**src/rtl/multicycle_control_unit_if.sv**
```systemverilog
// Shared instruction/data memory handshake.
// Controller (master) drives the request and address select; memory (slave) answers with memReady.
interface multicycle_control_unit_if;
  logic memRead;
  logic memWrite;
  logic adrSrc;
  logic memReady;

  modport master (
    output memRead,
    output memWrite,
    output adrSrc,
    input  memReady
  );

  modport slave (
    input  memRead,
    input  memWrite,
    input  adrSrc,
    output memReady
  );
endinterface

```
**src/rtl/multicycle_control_unit.sv**
```systemverilog
// Multicycle RV32 control FSM: fetch/decode/execute/memory/writeback
// sequencing, memory wait timeout, sticky fault halt, retire counter.
// Ports: clk, rst (sync, active-high), mem (master handshake),
// opcode, zero in; datapath selects/enables, retired, instrCount,
// halted, errCode out.
module multicycle_control_unit #(
  parameter int MEM_TIMEOUT = 16,
  parameter int SUPPORT_JAL = 1,
  parameter int CNT_W       = 32
) (
  input  logic                   clk,
  input  logic                   rst,
  multicycle_control_unit_if.master mem,
  input  logic [6:0]             opcode,
  input  logic                   zero,
  output logic                   irWrite,
  output logic                   pcWrite,
  output logic                   regWrite,
  output logic [1:0]             aluSrcA,
  output logic [1:0]             aluSrcB,
  output logic [1:0]             resultSrc,
  output logic [1:0]             aluOp,
  output logic                   retired,
  output logic [CNT_W-1:0]       instrCount,
  output logic                   halted,
  output logic [1:0]             errCode
);

  localparam logic [6:0] OP_R   = 7'b0110011;
  localparam logic [6:0] OP_I   = 7'b0010011;
  localparam logic [6:0] OP_L   = 7'b0000011;
  localparam logic [6:0] OP_S   = 7'b0100011;
  localparam logic [6:0] OP_B   = 7'b1100011;
  localparam logic [6:0] OP_JAL = 7'b1101111;

  localparam logic [1:0] ERR_NONE = 2'b00;
  localparam logic [1:0] ERR_ILL  = 2'b01;
  localparam logic [1:0] ERR_TMO  = 2'b10;

  // Counter only needs to reach MEM_TIMEOUT-1: the cycle that would
  // make it MEM_TIMEOUT is the one that faults.
  localparam int WW =
    (MEM_TIMEOUT > 1) ? $clog2(MEM_TIMEOUT) : 1;
  localparam logic [WW-1:0] LIMIT =
    WW'((MEM_TIMEOUT > 0) ? MEM_TIMEOUT - 1 : 0);

  typedef enum logic [3:0] {
    S_FETCH,
    S_DECODE,
    S_MEMADR,
    S_MEMREAD,
    S_MEMWB,
    S_MEMWRITE,
    S_EXECR,
    S_EXECI,
    S_ALUWB,
    S_BRANCH,
    S_JAL,
    S_HALT
  } state_t;

  state_t        state_q, state_d;
  logic [1:0]    err_q, err_d;
  logic [WW-1:0] wait_q, wait_d;

  logic rd_c, wr_c, adr_c;
  logic mem_state, waiting, timeout;
  logic is_r, is_i, is_l, is_s, is_b, is_j;

  assign is_r = (opcode == OP_R);
  assign is_i = (opcode == OP_I);
  assign is_l = (opcode == OP_L);
  assign is_s = (opcode == OP_S);
  assign is_b = (opcode == OP_B);
  assign is_j = (SUPPORT_JAL != 0) && (opcode == OP_JAL);

  assign mem_state = (state_q == S_FETCH)
                  || (state_q == S_MEMREAD)
                  || (state_q == S_MEMWRITE);
  assign waiting = mem_state && !mem.memReady;
  // memReady in the limit cycle is not "waiting", so it wins.
  assign timeout = (MEM_TIMEOUT != 0) && waiting
                && (wait_q == LIMIT);

  always_comb begin
    wait_d = '0;
    if ((MEM_TIMEOUT != 0) && waiting && !timeout)
      wait_d = wait_q + WW'(1);
  end

  always_ff @(posedge clk) begin
    if (rst) begin
      state_q    <= S_FETCH;
      err_q      <= ERR_NONE;
      wait_q     <= '0;
      instrCount <= '0;
    end else begin
      state_q <= state_d;
      err_q   <= err_d;
      wait_q  <= wait_d;
      if (retired)
        instrCount <= instrCount + CNT_W'(1);
    end
  end

  always_comb begin
    state_d   = state_q;
    err_d     = err_q;
    rd_c      = 1'b0;
    wr_c      = 1'b0;
    adr_c     = 1'b0;
    irWrite   = 1'b0;
    pcWrite   = 1'b0;
    regWrite  = 1'b0;
    aluSrcA   = 2'b00;
    aluSrcB   = 2'b00;
    resultSrc = 2'b00;
    aluOp     = 2'b00;
    retired   = 1'b0;

    unique case (state_q)
      S_FETCH: begin
        rd_c = 1'b1;
        if (mem.memReady) begin
          irWrite   = 1'b1;
          pcWrite   = 1'b1;
          aluSrcB   = 2'b10;
          resultSrc = 2'b10;
          state_d   = S_DECODE;
        end else if (timeout) begin
          state_d = S_HALT;
          err_d   = ERR_TMO;
        end
      end
      S_DECODE: begin
        aluSrcA = 2'b01;
        aluSrcB = 2'b01;
        unique case (1'b1)
          is_l, is_s: state_d = S_MEMADR;
          is_r:       state_d = S_EXECR;
          is_i:       state_d = S_EXECI;
          is_b:       state_d = S_BRANCH;
          is_j:       state_d = S_JAL;
          default: begin
            state_d = S_HALT;
            err_d   = ERR_ILL;
          end
        endcase
      end
      S_MEMADR: begin
        aluSrcA = 2'b10;
        aluSrcB = 2'b01;
        state_d = is_s ? S_MEMWRITE : S_MEMREAD;
      end
      S_MEMREAD: begin
        rd_c  = 1'b1;
        adr_c = 1'b1;
        if (mem.memReady) begin
          state_d = S_MEMWB;
        end else if (timeout) begin
          state_d = S_HALT;
          err_d   = ERR_TMO;
        end
      end
      S_MEMWB: begin
        resultSrc = 2'b01;
        regWrite  = 1'b1;
        retired   = 1'b1;
        state_d   = S_FETCH;
      end
      S_MEMWRITE: begin
        wr_c  = 1'b1;
        adr_c = 1'b1;
        if (mem.memReady) begin
          retired = 1'b1;
          state_d = S_FETCH;
        end else if (timeout) begin
          state_d = S_HALT;
          err_d   = ERR_TMO;
        end
      end
      S_EXECR: begin
        aluSrcA = 2'b10;
        aluOp   = 2'b10;
        state_d = S_ALUWB;
      end
      S_EXECI: begin
        aluSrcA = 2'b10;
        aluSrcB = 2'b01;
        aluOp   = 2'b10;
        state_d = S_ALUWB;
      end
      S_ALUWB: begin
        regWrite = 1'b1;
        retired  = 1'b1;
        state_d  = S_FETCH;
      end
      S_BRANCH: begin
        aluSrcA = 2'b10;
        aluOp   = 2'b01;
        pcWrite = zero;
        retired = 1'b1;
        state_d = S_FETCH;
      end
      S_JAL: begin
        aluSrcA = 2'b01;
        aluSrcB = 2'b10;
        pcWrite = 1'b1;
        state_d = S_ALUWB;
      end
      S_HALT: begin
        state_d = S_HALT;
      end
      default: begin
        state_d = S_HALT;
      end
    endcase

    // Reset drops any in-flight request and all write strobes
    // in the same cycle, not just from the next edge onward.
    if (rst) begin
      rd_c      = 1'b0;
      wr_c      = 1'b0;
      adr_c     = 1'b0;
      irWrite   = 1'b0;
      pcWrite   = 1'b0;
      regWrite  = 1'b0;
      aluSrcA   = 2'b00;
      aluSrcB   = 2'b00;
      resultSrc = 2'b00;
      aluOp     = 2'b00;
      retired   = 1'b0;
    end
  end

  assign mem.memRead  = rd_c;
  assign mem.memWrite = wr_c;
  assign mem.adrSrc   = adr_c;
  assign halted       = (state_q == S_HALT);
  assign errCode      = err_q;

endmodule
```
**src/flat_wrapper.sv**
```systemverilog
// flat-port wrapper written by rule: the top's interface ports become plain ports
module multicycle_control_unit_flat 
#(
  parameter int MEM_TIMEOUT = 16,
  parameter int SUPPORT_JAL = 1,
  parameter int CNT_W       = 32
)
  (clk, rst, opcode, zero, irWrite, pcWrite, regWrite, aluSrcA, aluSrcB, resultSrc, aluOp, retired, instrCount, halted, errCode, mem_memRead, mem_memWrite, mem_adrSrc, mem_memReady);
  multicycle_control_unit_if mem_i ();
  input  logic clk;
  input  logic rst;
  input  logic [6:0] opcode;
  input  logic zero;
  output logic irWrite;
  output logic pcWrite;
  output logic regWrite;
  output logic [1:0] aluSrcA;
  output logic [1:0] aluSrcB;
  output logic [1:0] resultSrc;
  output logic [1:0] aluOp;
  output logic retired;
  output logic [CNT_W-1:0] instrCount;
  output logic halted;
  output logic [1:0] errCode;
  output wire logic [$bits(mem_i.memRead)-1:0] mem_memRead;
  output wire logic [$bits(mem_i.memWrite)-1:0] mem_memWrite;
  output wire logic [$bits(mem_i.adrSrc)-1:0] mem_adrSrc;
  input wire logic [$bits(mem_i.memReady)-1:0] mem_memReady;
  assign mem_memRead = mem_i.memRead;
  assign mem_memWrite = mem_i.memWrite;
  assign mem_adrSrc = mem_i.adrSrc;
  assign mem_i.memReady = mem_memReady;
  multicycle_control_unit #(.MEM_TIMEOUT(MEM_TIMEOUT), .SUPPORT_JAL(SUPPORT_JAL), .CNT_W(CNT_W)) u_core (.clk(clk), .rst(rst), .mem(mem_i), .opcode(opcode), .zero(zero), .irWrite(irWrite), .pcWrite(pcWrite), .regWrite(regWrite), .aluSrcA(aluSrcA), .aluSrcB(aluSrcB), .resultSrc(resultSrc), .aluOp(aluOp), .retired(retired), .instrCount(instrCount), .halted(halted), .errCode(errCode));
endmodule
```
**config.mk**
```make
export PLATFORM = sky130hd
export DESIGN_NAME = multicycle_control_unit_flat
export DESIGN_NICKNAME = d
export VERILOG_FILES = /design/src/rtl/multicycle_control_unit_if.sv /design/src/rtl/multicycle_control_unit.sv /design/src/flat_wrapper.sv
export SDC_FILE = /design/constraint.sdc
export NUM_CORES = 1
export LEC_CHECK = 0
export ABC_AREA = 1
export CORE_ASPECT_RATIO = 0.6
export CORE_MARGIN = 4
export CORE_UTILIZATION = 45
export CTS_CLUSTER_DIAMETER = 100
export CTS_CLUSTER_SIZE = 25
export DETAILED_ROUTE_END_ITERATION = 12
export PLACE_DENSITY = 0.82
export SYNTH_ARGS = -nofsm -noshare
export SYNTH_HDL_FRONTEND = slang
export SYNTH_SLANG_ARGS = --single-unit
```
**constraint.sdc**
```tcl
create_clock -name clk -period 1.7 [get_ports clk]
set_input_delay 0.34 -clock clk [delete_from_list [all_inputs] [get_ports clk]]
set_output_delay 0.34 -clock clk [all_outputs]
set_load 0.02 [all_outputs]
```
==> run_results.csv, run 1 <==
group,metric,value,unit
die,ios,61,
place,port_buffers,60,
worst_setup_path,r2r-end,"u_core.instrCount[3]",
worst_setup_path,ff2ff_path_depth,11,
logic_synthesis,synth-edff-count,0,
clocking,cts_sinks,42,
logic_synthesis,syn_nets,464,
routing,vias_per_cell,5.34,
worst_setup_path,rr_startpoint,"u_core.state_q[3]",
logic_synthesis,ys_warn_count,0,
layout,seqCellArea,858,µm²
place,place.gp.congestion,0.929,
layout,fin_nets,558,
routing,drt_iter0_markers,368,
logic_synthesis,yosys-top-cells-area,"dfxtp_1 (32%), nand2_1 (23%), nor2_1 (13%)",
logic_synthesis,ys_ff_latch,42,
routing,first_pass_iters,5,
clocking,cts_hold_buf,0,
sta,worst_pin_slew,326,ps
grt,grt_max_degree,25,
min_path,hold_path_class,"flop to flop",
sta,hold_viol,0,
worst_setup_path,slowest_delay,390,ps
clocking,cts_tree,"done",
sta,rsz0062_at_grt,"true",
grt,grt_pass1_wl,14500,µm
logic_synthesis,ys_async_sr_fraction,0,%
routing,routed_wl,9270,µm
routing,vias,3343,
routing,ant_nets,0,
place,dp_cells,610,
clocking,cts_root_buf,"clkbuf_8",
layout,n_antenna_cell,0,
sta,fmax,0.548,GHz
logic_synthesis,avgSynthCellArea,5.89,µm²
routing,drc_errors,0,
min_path,holdPathStages,1,
pwr,irDropWorstVdd,0.433,mV
layout,fill_cells,455,
logic_synthesis,synth_flop_cell,"dfxtp_1",
worst_setup_path,cp_max_fo,4,
worst_setup_path,rrSetupSlack,60,ps
grt,antenna_found_initial,0,
layout,fin_cells,626,
run_status,violations,"negative setup slack",
sta,setup_viol,11,
grt,grt_overflow,0,
sta,timing.hold.ws,456,ps
logic_synthesis,synth_top_area_share,31.7,%
sta,slew_headroom,78.2,%
logic_synthesis,seq_area_frac_synth,31.7,%
worst_setup_path,critPathLaunch,"u_core.state_q[2]",
run,cap_viol_max_count,0,
die,core_area,5650,µm²
logic_synthesis,synth_most_common_cell,"nand2_1",
die,die_w,107,µm
run_status,status,"complete, but fails checks",
min_path,hold_end,"u_core.wait_q[0]",
worst_setup_path,critPathBufInv,5,
clocking,clkTransAtPathRegs,90,ps
worst_setup_path,crit_family,"buffers and inverters",
die,die_area,7230,µm²
place,dp_hpwl,6530,µm
layout,final_util,68.5,%
pwr,p_per_area,934,nW/µm²
grt,grt_use_total,25.5,%
logic_synthesis,syn-cell-area,2660,µm²
sta,finalClockSkew,6.66,ps
die,num_rows,21,
layout,layout-drive-gt1-share,21.1,%
worst_setup_path,critical_path_required,1360,ps
die,die_h,67.5,µm
logic_synthesis,synth_top_area_cell,"dfxtp_1",
worst_setup_path,crit_arrival,1490,ps
sta,setup_tns,-632,ps
sta,fin_ws,-126,ps
worst_setup_path,cp_slowest_cell,"dfxtp_4",
die,start_util,47.0,%
clocking,cts_buffers,5,
clocking,h-tree-depth,2,
layout,multi_input_area,1780,µm²
logic_synthesis,synth_cell_types,27,
sta,final_max_slew_viol_count,0,
sta,min_period,1830,ps
sta,post-route-period-util,107,%
worst_setup_path,crit_path_end_kind,"output pin",
logic_synthesis,synth_common_cells,"nand2_1 (161), nor2_1 (91), dfxtp_1 (42), a21oi_1 (38), inv_1 (30)",
worst_setup_path,crit_type,"flop to output pin",
place,dp_slack,-548,ps
worst_setup_path,crit_path_start_kind,"flop",
layout,syn_to_final_growth,45.7,%
worst_setup_path,crit_chain,"nor2_4, buf_6, inv_4, nor2_4, inv_2, o21ai_1, o21ai_1, inv_1, buf_6",
logic_synthesis,synthCells,451,
clocking,cts_buffer_depth,2,
routing,avgRoutedWirePerCell,14.8,µm
clocking,clk_latency,300,ps
pwr,power.leakage,1.86,nW
min_path,min-delay-start,"u_core.wait_q[0]",
grt,grt_pass1_vias,2946,
-- cell type report --
type,count,share of cell area [%]
multi-input combinational,364,45.9
inverter,35,3.59
clock buffer,6,1.88
timing repair buffer,97,22.8
sequential,42,22.2
clock inverter,2,0.971
tap,80,2.59
-- flip-flops by register name, summed over array words and instances (netlist names) --
name,count
u_core.instrCount,32
u_core.state_q,4
u_core.wait_q,4
u_core.errCode,2
-- worst reg2reg max path: cells and delay by family, from the launching register on --
kind          cells  cell delay (ps)
simple gates      8              880
flops             1              410
buf+inv           3              270
-- power breakdown --
group | leakage, nW | switching, W | total, W | internal, W
sequential | 0.343 | 0.0000925 | 0.00116 | 0.00107
combinational | 1.46 | 0.000931 | 0.00165 | 0.000718
clock | 0.0514 | 0.000367 | 0.000805 | 0.000439
-- worst max-delay path by stage --
stage | cells past startpoint | slack [ps] | end
global placement | 6 | -490 | pcWrite
global route | 9 | -210 | aluSrcB[0]
finish | 9 | -130 | aluSrcB[0]
CTS | 9 | -70 | aluSrcB[0]
detailed placement | 6 | -550 | aluSrcB[1]
floorplan | 8 | 50 | u_core.instrCount[18]
-- timing repair --
action,CTS,global route
cloned,0,0
resized for setup,126,59
setup buffers,5,3
pin swaps,7,9
endpoints found under the setup margin,41,50
-- cell families after synthesis --
| family | share of synthesized area [%] |
|---|---|
| adder cells (fa/ha/maj) | 0.942 |
| AND/OR/NAND/NOR | 47.2 |
| buffers and inverters | 6.93 |
| AO/OA/AOI/OAI | 10.3 |
| flip-flops | 31.7 |
| XOR/XNOR | 2.97 |
-- cells in the final DEF (no fill, tap or decap), types with 3 or more instances in the layout --
cell type,instances
inv_4,3
nand2_2,5
inv_1,25
xor2_1,8
dlygate4sd2_1,19
buf_4,44
dfxtp_1,36
clkdlybuf4s50_1,12
nand4_1,7
nor2_1,74
nand3_2,3
dlymetal6s2s_1,13
buf_6,7
nand2_4,4
nor3_1,5
nand2_1,154
nor2_2,14
a21oi_1,35
o21ai_0,6
dfxtp_4,4
nand3_1,14
nor2_4,7
inv_2,7
clkbuf_8,5
nand3b_1,11
-- through the flow --
step	area [µm²]	total power (W)
2_1_floorplan	2660	0.00182
5_1_grt	3870	0.00378
4_1_cts	3680	0.00335
6_report	3870	0.00361
3_3_place_gp	3520	0.00241
3_5_place_dp	3520	0.00245
-- routing by layer --
layer  GRT usage, %  up-vias  part of all wire (%)  wire (µm)
met5              0        -                     0          0
met4           6.38        0                   2.8        259
met3           5.64       29                    13       1200
met2           37.4      201                    40       3700
met1           37.6     1491                    44       4100
li1               -     1622                     -          -
Note: power is estimated with default switching activity, not from simulation.
==> run 2, diff against run 1 <==
--- a/config.mk
+++ b/config.mk
@@ -12,7 +12,8 @@
 export CTS_CLUSTER_DIAMETER = 100
 export CTS_CLUSTER_SIZE = 25
 export DETAILED_ROUTE_END_ITERATION = 12
-export PLACE_DENSITY = 0.82
+export GPL_ROUTABILITY_DRIVEN = 0
+export PLACE_DENSITY = 0.69
 export SYNTH_ARGS = -nofsm -noshare
 export SYNTH_HDL_FRONTEND = slang
 export SYNTH_SLANG_ARGS = --single-unit
==> run_results.csv, run 2 (synthesized netlist as in run 1, its figures left out) <==
group,metric,value,unit
routing,vias_per_cell,5.07,
sta,timing.hold.ws,453,ps
grt,antenna_found_initial,0,
layout,n_antenna_cell,0,
clocking,clkTransAtPathRegs,80,ps
routing,avgRoutedWirePerCell,13.5,µm
routing,drt_iter0_markers,205,
clocking,clk_latency,300,ps
sta,final_max_slew_viol_count,0,
sta,fin_ws,-45.8,ps
sta,finalClockSkew,5.19,ps
sta,rsz0062_at_grt,"true",
die,ios,61,
run_status,status,"complete, but fails checks",
clocking,cts_sinks,42,
sta,setup_tns,-117,ps
layout,syn_to_final_growth,46.4,%
clocking,cts_tree,"done",
min_path,hold_path_class,"primary input to flop",
routing,routed_wl,8500,µm
pwr,p_per_area,911,nW/µm²
run,cap_viol_max_count,0,
grt,grt_use_total,24.1,%
place,dp_hpwl,6490,µm
worst_setup_path,critical_path_required,1360,ps
run_status,violations,"negative setup slack",
clocking,h-tree-depth,2,
sta,min_period,1750,ps
routing,wl_met2,3200,µm
sta,setup_viol,5,
grt,grt_pass1_wl,13600,µm
die,start_util,47.0,%
routing,vias,3200,
pwr,irDropWorstVdd,0.502,mV
routing,drc_errors,0,
die,die_area,7230,µm²
routing,first_pass_iters,5,
place,port_buffers,60,
grt,grt_overflow,0,
worst_setup_path,cp_max_fo,4,
grt,grt_pass1_vias,2763,
place,dp_slack,-550,ps
die,die_h,67.5,µm
layout,top_regs,"u_core.instrCount: 32 flops, u_core.state_q: 4 flops, u_core.wait_q: 4 flops",
clocking,cts_buffers,5,
layout,final_cell_mix,"nand2_1 (150), nor2_1 (75), buf_4 (48)",
sta,slew_headroom,74.4,%
clocking,cts_buffer_depth,2,
die,core_area,5650,µm²
sta,post-route-period-util,103,%
layout,largest_register,"u_core.instrCount",
worst_setup_path,crit_path_start_kind,"flop",
layout,largest_reg_flops,32,
routing,ant_nets,0,
grt,grt_max_degree,25,
pwr,power.leakage,1.84,nW
layout,stdcell_area,3890,µm²
die,die_w,107,µm
layout,fin_cells,631,
routing,top_layer,"met4",
worst_setup_path,crit_path_end_kind,"output pin",
sta,hold_viol,0,
worst_setup_path,crit_arrival,1410,ps
sta,fmax,0.573,GHz
die,num_rows,21,
routing,wl_met3,806,µm
worst_setup_path,crit_type,"flop to output pin",
place,dp_cells,619,
clocking,cts_root_buf,"clkbuf_8",
routing,wl_met1,4430,µm
place,placedInstanceArea,3590,µm²
layout,layout-drive-gt1-share,22.3,%
layout,fin_nets,563,
sta,worst_pin_slew,385,ps
layout,layout_commonest_cell,"nand2_1",
[run 2: per-stage QoR]
| stage | util (%) | total power, W |
|---|---|---|
| after floorplan | - | 0.00182 |
| after global placement | 63.6 | 0.00248 |
| after detailed placement | 63.6 | 0.00250 |
| after CTS | 65.1 | 0.00332 |
| after global routing | 68.8 | 0.00372 |
| final | 68.8 | 0.00354 |
[run 2: path summary, 6_finish.rpt]
| kind | start | to | slack [ps] | cells past startpoint |
|---|---|---|---|---|
| min reg2reg | u_core.errCode[0] | u_core.errCode[0] | 460 | 2 |
| max | u_core.state_q[3] | retired | -50 | 7 |
| min | rst | u_core.instrCount[15] | 450 | 3 |
| max reg2reg | u_core.state_q[3] | u_core.instrCount[3] | 50 | 12 |
[run 2: area by class of cell]
| cell class | instances | area, µm² |
|---|---|---|
| fill | 520 | 1760 |
| sequential | 42 | 855 |
| inverter | 35 | 143 |
| clock inverter | 3 | 40.0 |
| timing repair buffer | 102 | 890 |
| tap | 80 | 100 |
| multi-input combinational | 364 | 1790 |
| clock buffer | 5 | 68.8 |
[run 2: where the power goes]
group | switching [W] | internal, W
clock network | 0.000363 | 0.000433
registers | 0.0000805 | 0.00106
logic | 0.000897 | 0.000706
total | 0.00134 | 0.00220
[run 2: repair_timing]
item	CTS	global route
setup buffers	1	3
pin swaps	4	14
setup endpoints to repair	47	45
gates resized for setup	118	63
hold buffers	0	0
[run 2: routing by layer]
layer  vias to the layer above  global-route usage (%)
met4                         0                    4.31
met5                         -                       0
met2                       111                    31.9
li1                       1630                       -
met1                      1452                    37.8
met3                         7                    7.07
[run 2: worst max-delay path, stage by stage (launching register included)]
cell and delay (ps):
dfxtp_2 340, buf_6 140, nor2_4 170, nand3_2 120
nand2_4 100, nand2_4 80, inv_4 60, buf_6 100
==> run 3, diff against run 2 <==
--- a/config.mk
+++ b/config.mk
@@ -7,7 +7,7 @@
 export LEC_CHECK = 0
 export ABC_AREA = 1
 export CORE_ASPECT_RATIO = 0.6
-export CORE_MARGIN = 4
+export CORE_MARGIN = 1.5
 export CORE_UTILIZATION = 45
 export CTS_CLUSTER_DIAMETER = 100
 export CTS_CLUSTER_SIZE = 25
==> run_results.csv, run 3 (synthesized netlist as in run 1, its figures left out) <==
group,metric,value,unit
run_status,status,"complete, but fails checks",
run_status,violations,"negative setup slack",
worst_setup_path,crit_family,"flip-flops",
worst_setup_path,crit_path_start_kind,"flop",
place,dp_hpwl,6470,µm
routing,routed_wl,8550,µm
place,dp_cells,619,
sta,finalClockSkew,6.90,ps
clocking,cts_tree,"done",
sta,fmax,0.557,GHz
die,die_h,62.5,µm
sta,timing.hold.ws,456,ps
layout,final_cell_mix,"nand2_1 (153), nor2_1 (77), buf_4 (48)",
clocking,cts_root_buf,"clkbuf_8",
die,die_w,102,µm
routing,ant_nets,0,
worst_setup_path,crit_path_end_kind,"output pin",
layout,multi_input_area,1750,µm²
min_path,hold_end,"u_core.wait_q[0]",
layout,n_antenna_cell,0,
grt,grt_max_degree,25,
grt,grt_overflow,0,
routing,drc_errors,0,
grt,antenna_found_initial,0,
layout,fill_cells,530,
sta,worst_pin_slew,473,ps
worst_setup_path,crit_chain,"nor2_4, nand2_4, nor2_4, inv_4, a21oi_2, buf_6",
routing,vias,3298,
worst_setup_path,rr_startpoint,"u_core.state_q[2]",
run,cap_viol_max_count,0,
sta,slew_headroom,68.5,%
min_path,min-delay-start,"u_core.wait_q[0]",
layout,syn_to_final_growth,46.7,%
routing,avgRoutedWirePerCell,13.5,µm
clocking,clk_latency,300,ps
clocking,clkTransAtPathRegs,90,ps
sta,fin_ws,-93.8,ps
routing,first_pass_iters,4,
worst_setup_path,slowest_delay,390,ps
sta,post-route-period-util,106,%
grt,grt_use_total,28.1,%
pwr,power.leakage,1.81,nW
sta,rsz0062_at_grt,"true",
layout,top_regs,"u_core.instrCount: 32 flops, u_core.state_q: 4 flops, u_core.wait_q: 4 flops",
layout,layout-drive-gt1-share,21.3,%
grt,grt_pass1_vias,2851,
clocking,cts_sinks,42,
sta,hold_viol,0,
pwr,p_per_area,915,nW/µm²
layout,largest_register,"u_core.instrCount",
worst_setup_path,cp_slowest_cell,"dfxtp_4",
sta,final_max_slew_viol_count,0,
min_path,hold_path_class,"flop to flop",
worst_setup_path,cp_max_fo,4,
die,num_rows,21,
worst_setup_path,r2r-end,"u_core.instrCount[3]",
layout,layout_commonest_cell,"nand2_1",
worst_setup_path,critPathBufInv,2,
sta,min_period,1790,ps
worst_setup_path,crit_top_cell,"nor2_4",
worst_setup_path,crit_type,"flop to output pin",
clocking,cts_buffers,5,
layout,fin_cells,635,
die,die_area,6390,µm²
routing,drt_iter0_markers,212,
clocking,cts_buffer_depth,2,
min_path,holdPathStages,1,
layout,seqCellArea,858,µm²
routing,vias_per_cell,5.19,
worst_setup_path,critical_path_required,1360,ps
worst_setup_path,ff2ff_path_depth,11,
die,start_util,47.2,%
pwr,irDropWorstVdd,0.493,mV
sta,setup_viol,10,
layout,largest_reg_flops,32,
clocking,h-tree-depth,2,
die,ios,61,
layout,fin_nets,567,
place,port_buffers,60,
worst_setup_path,crit_arrival,1450,ps
die,core_area,5620,µm²
grt,grt_pass1_wl,14100,µm
worst_setup_path,rrSetupSlack,80,ps
## run 3: through the flow
| step | setup WS, ps | area [µm²] | TNS [ps] | util [%] | total power [W] |
|---|---|---|---|---|---|
| finish | -93.8 | 3890 | -521 | 69.2 | 0.00356 |
| global route | -151 | 3890 | -1230 | 69.2 | 0.00375 |
| CTS | -39.4 | 3690 | -153 | 65.7 | 0.00332 |
| detailed placement | -625 | 3590 | -10720 | 63.9 | 0.00247 |
| global placement | -516 | 3590 | -9050 | 63.9 | 0.00246 |
| floorplan | 46.7 | 2660 | 0 | - | 0.00182 |
## run 3: worst max path at each step
stage / slack (ps) / endpoint / startpoint / depth (start not counted)
finish: -90 / aluSrcB[1] / u_core.state_q[2] / 6
global route: -150 / pcWrite / u_core.state_q[3] / 4
CTS: -40 / regWrite / u_core.state_q[2] / 5
detailed placement: -620 / aluSrcB[1] / mem_memReady / 6
global placement: -520 / pcWrite / mem_memReady / 6
floorplan: 50 / u_core.instrCount[18] / u_core.instrCount[1] / 8
## run 3: layout make-up
class	count	share of cell area, %
Clock inverter	3	1.16
Multi-Input combinational cell	364	45.0
Tap cell	80	2.57
Inverter	35	3.63
Timing Repair Buffer	106	23.8
Sequential cell	42	22.0
Clock buffer	5	1.77
## run 3: power breakdown
| part | switching, W | internal (W) |
|---|---|---|
| logic | 0.000863 | 0.000727 |
| registers | 0.000101 | 0.00107 |
| clock network | 0.000368 | 0.000437 |
## run 3: what timing repair did
item                                    in CTS  in global routing
endpoints found under the setup margin      50                 39
hold buffers                                 0                  0
buffers inserted                             1                  7
pin swaps                                    4                  4
resized for setup                          131                 46
## run 3: worst reg2reg max path, stage by stage, from the launching register on
cell and delay [ps]:
dfxtp_4 390, buf_4 150, nand2_4 70, nor2_1 50, nor2_2 150, nand2_4 70
nand2_4 90, buf_12 180, nor2_2 60, or2_1 210, nand2_1 60, inv_1 30
## run 3: routing by layer
layer	global-route usage, %	vias to the layer above	wire length, µm
li1	-	1636	-
met1	47.7	1501	4460
met2	34.7	146	3190
met3	4.36	15	794
met4	8.22	0	108
met5	0	-	0
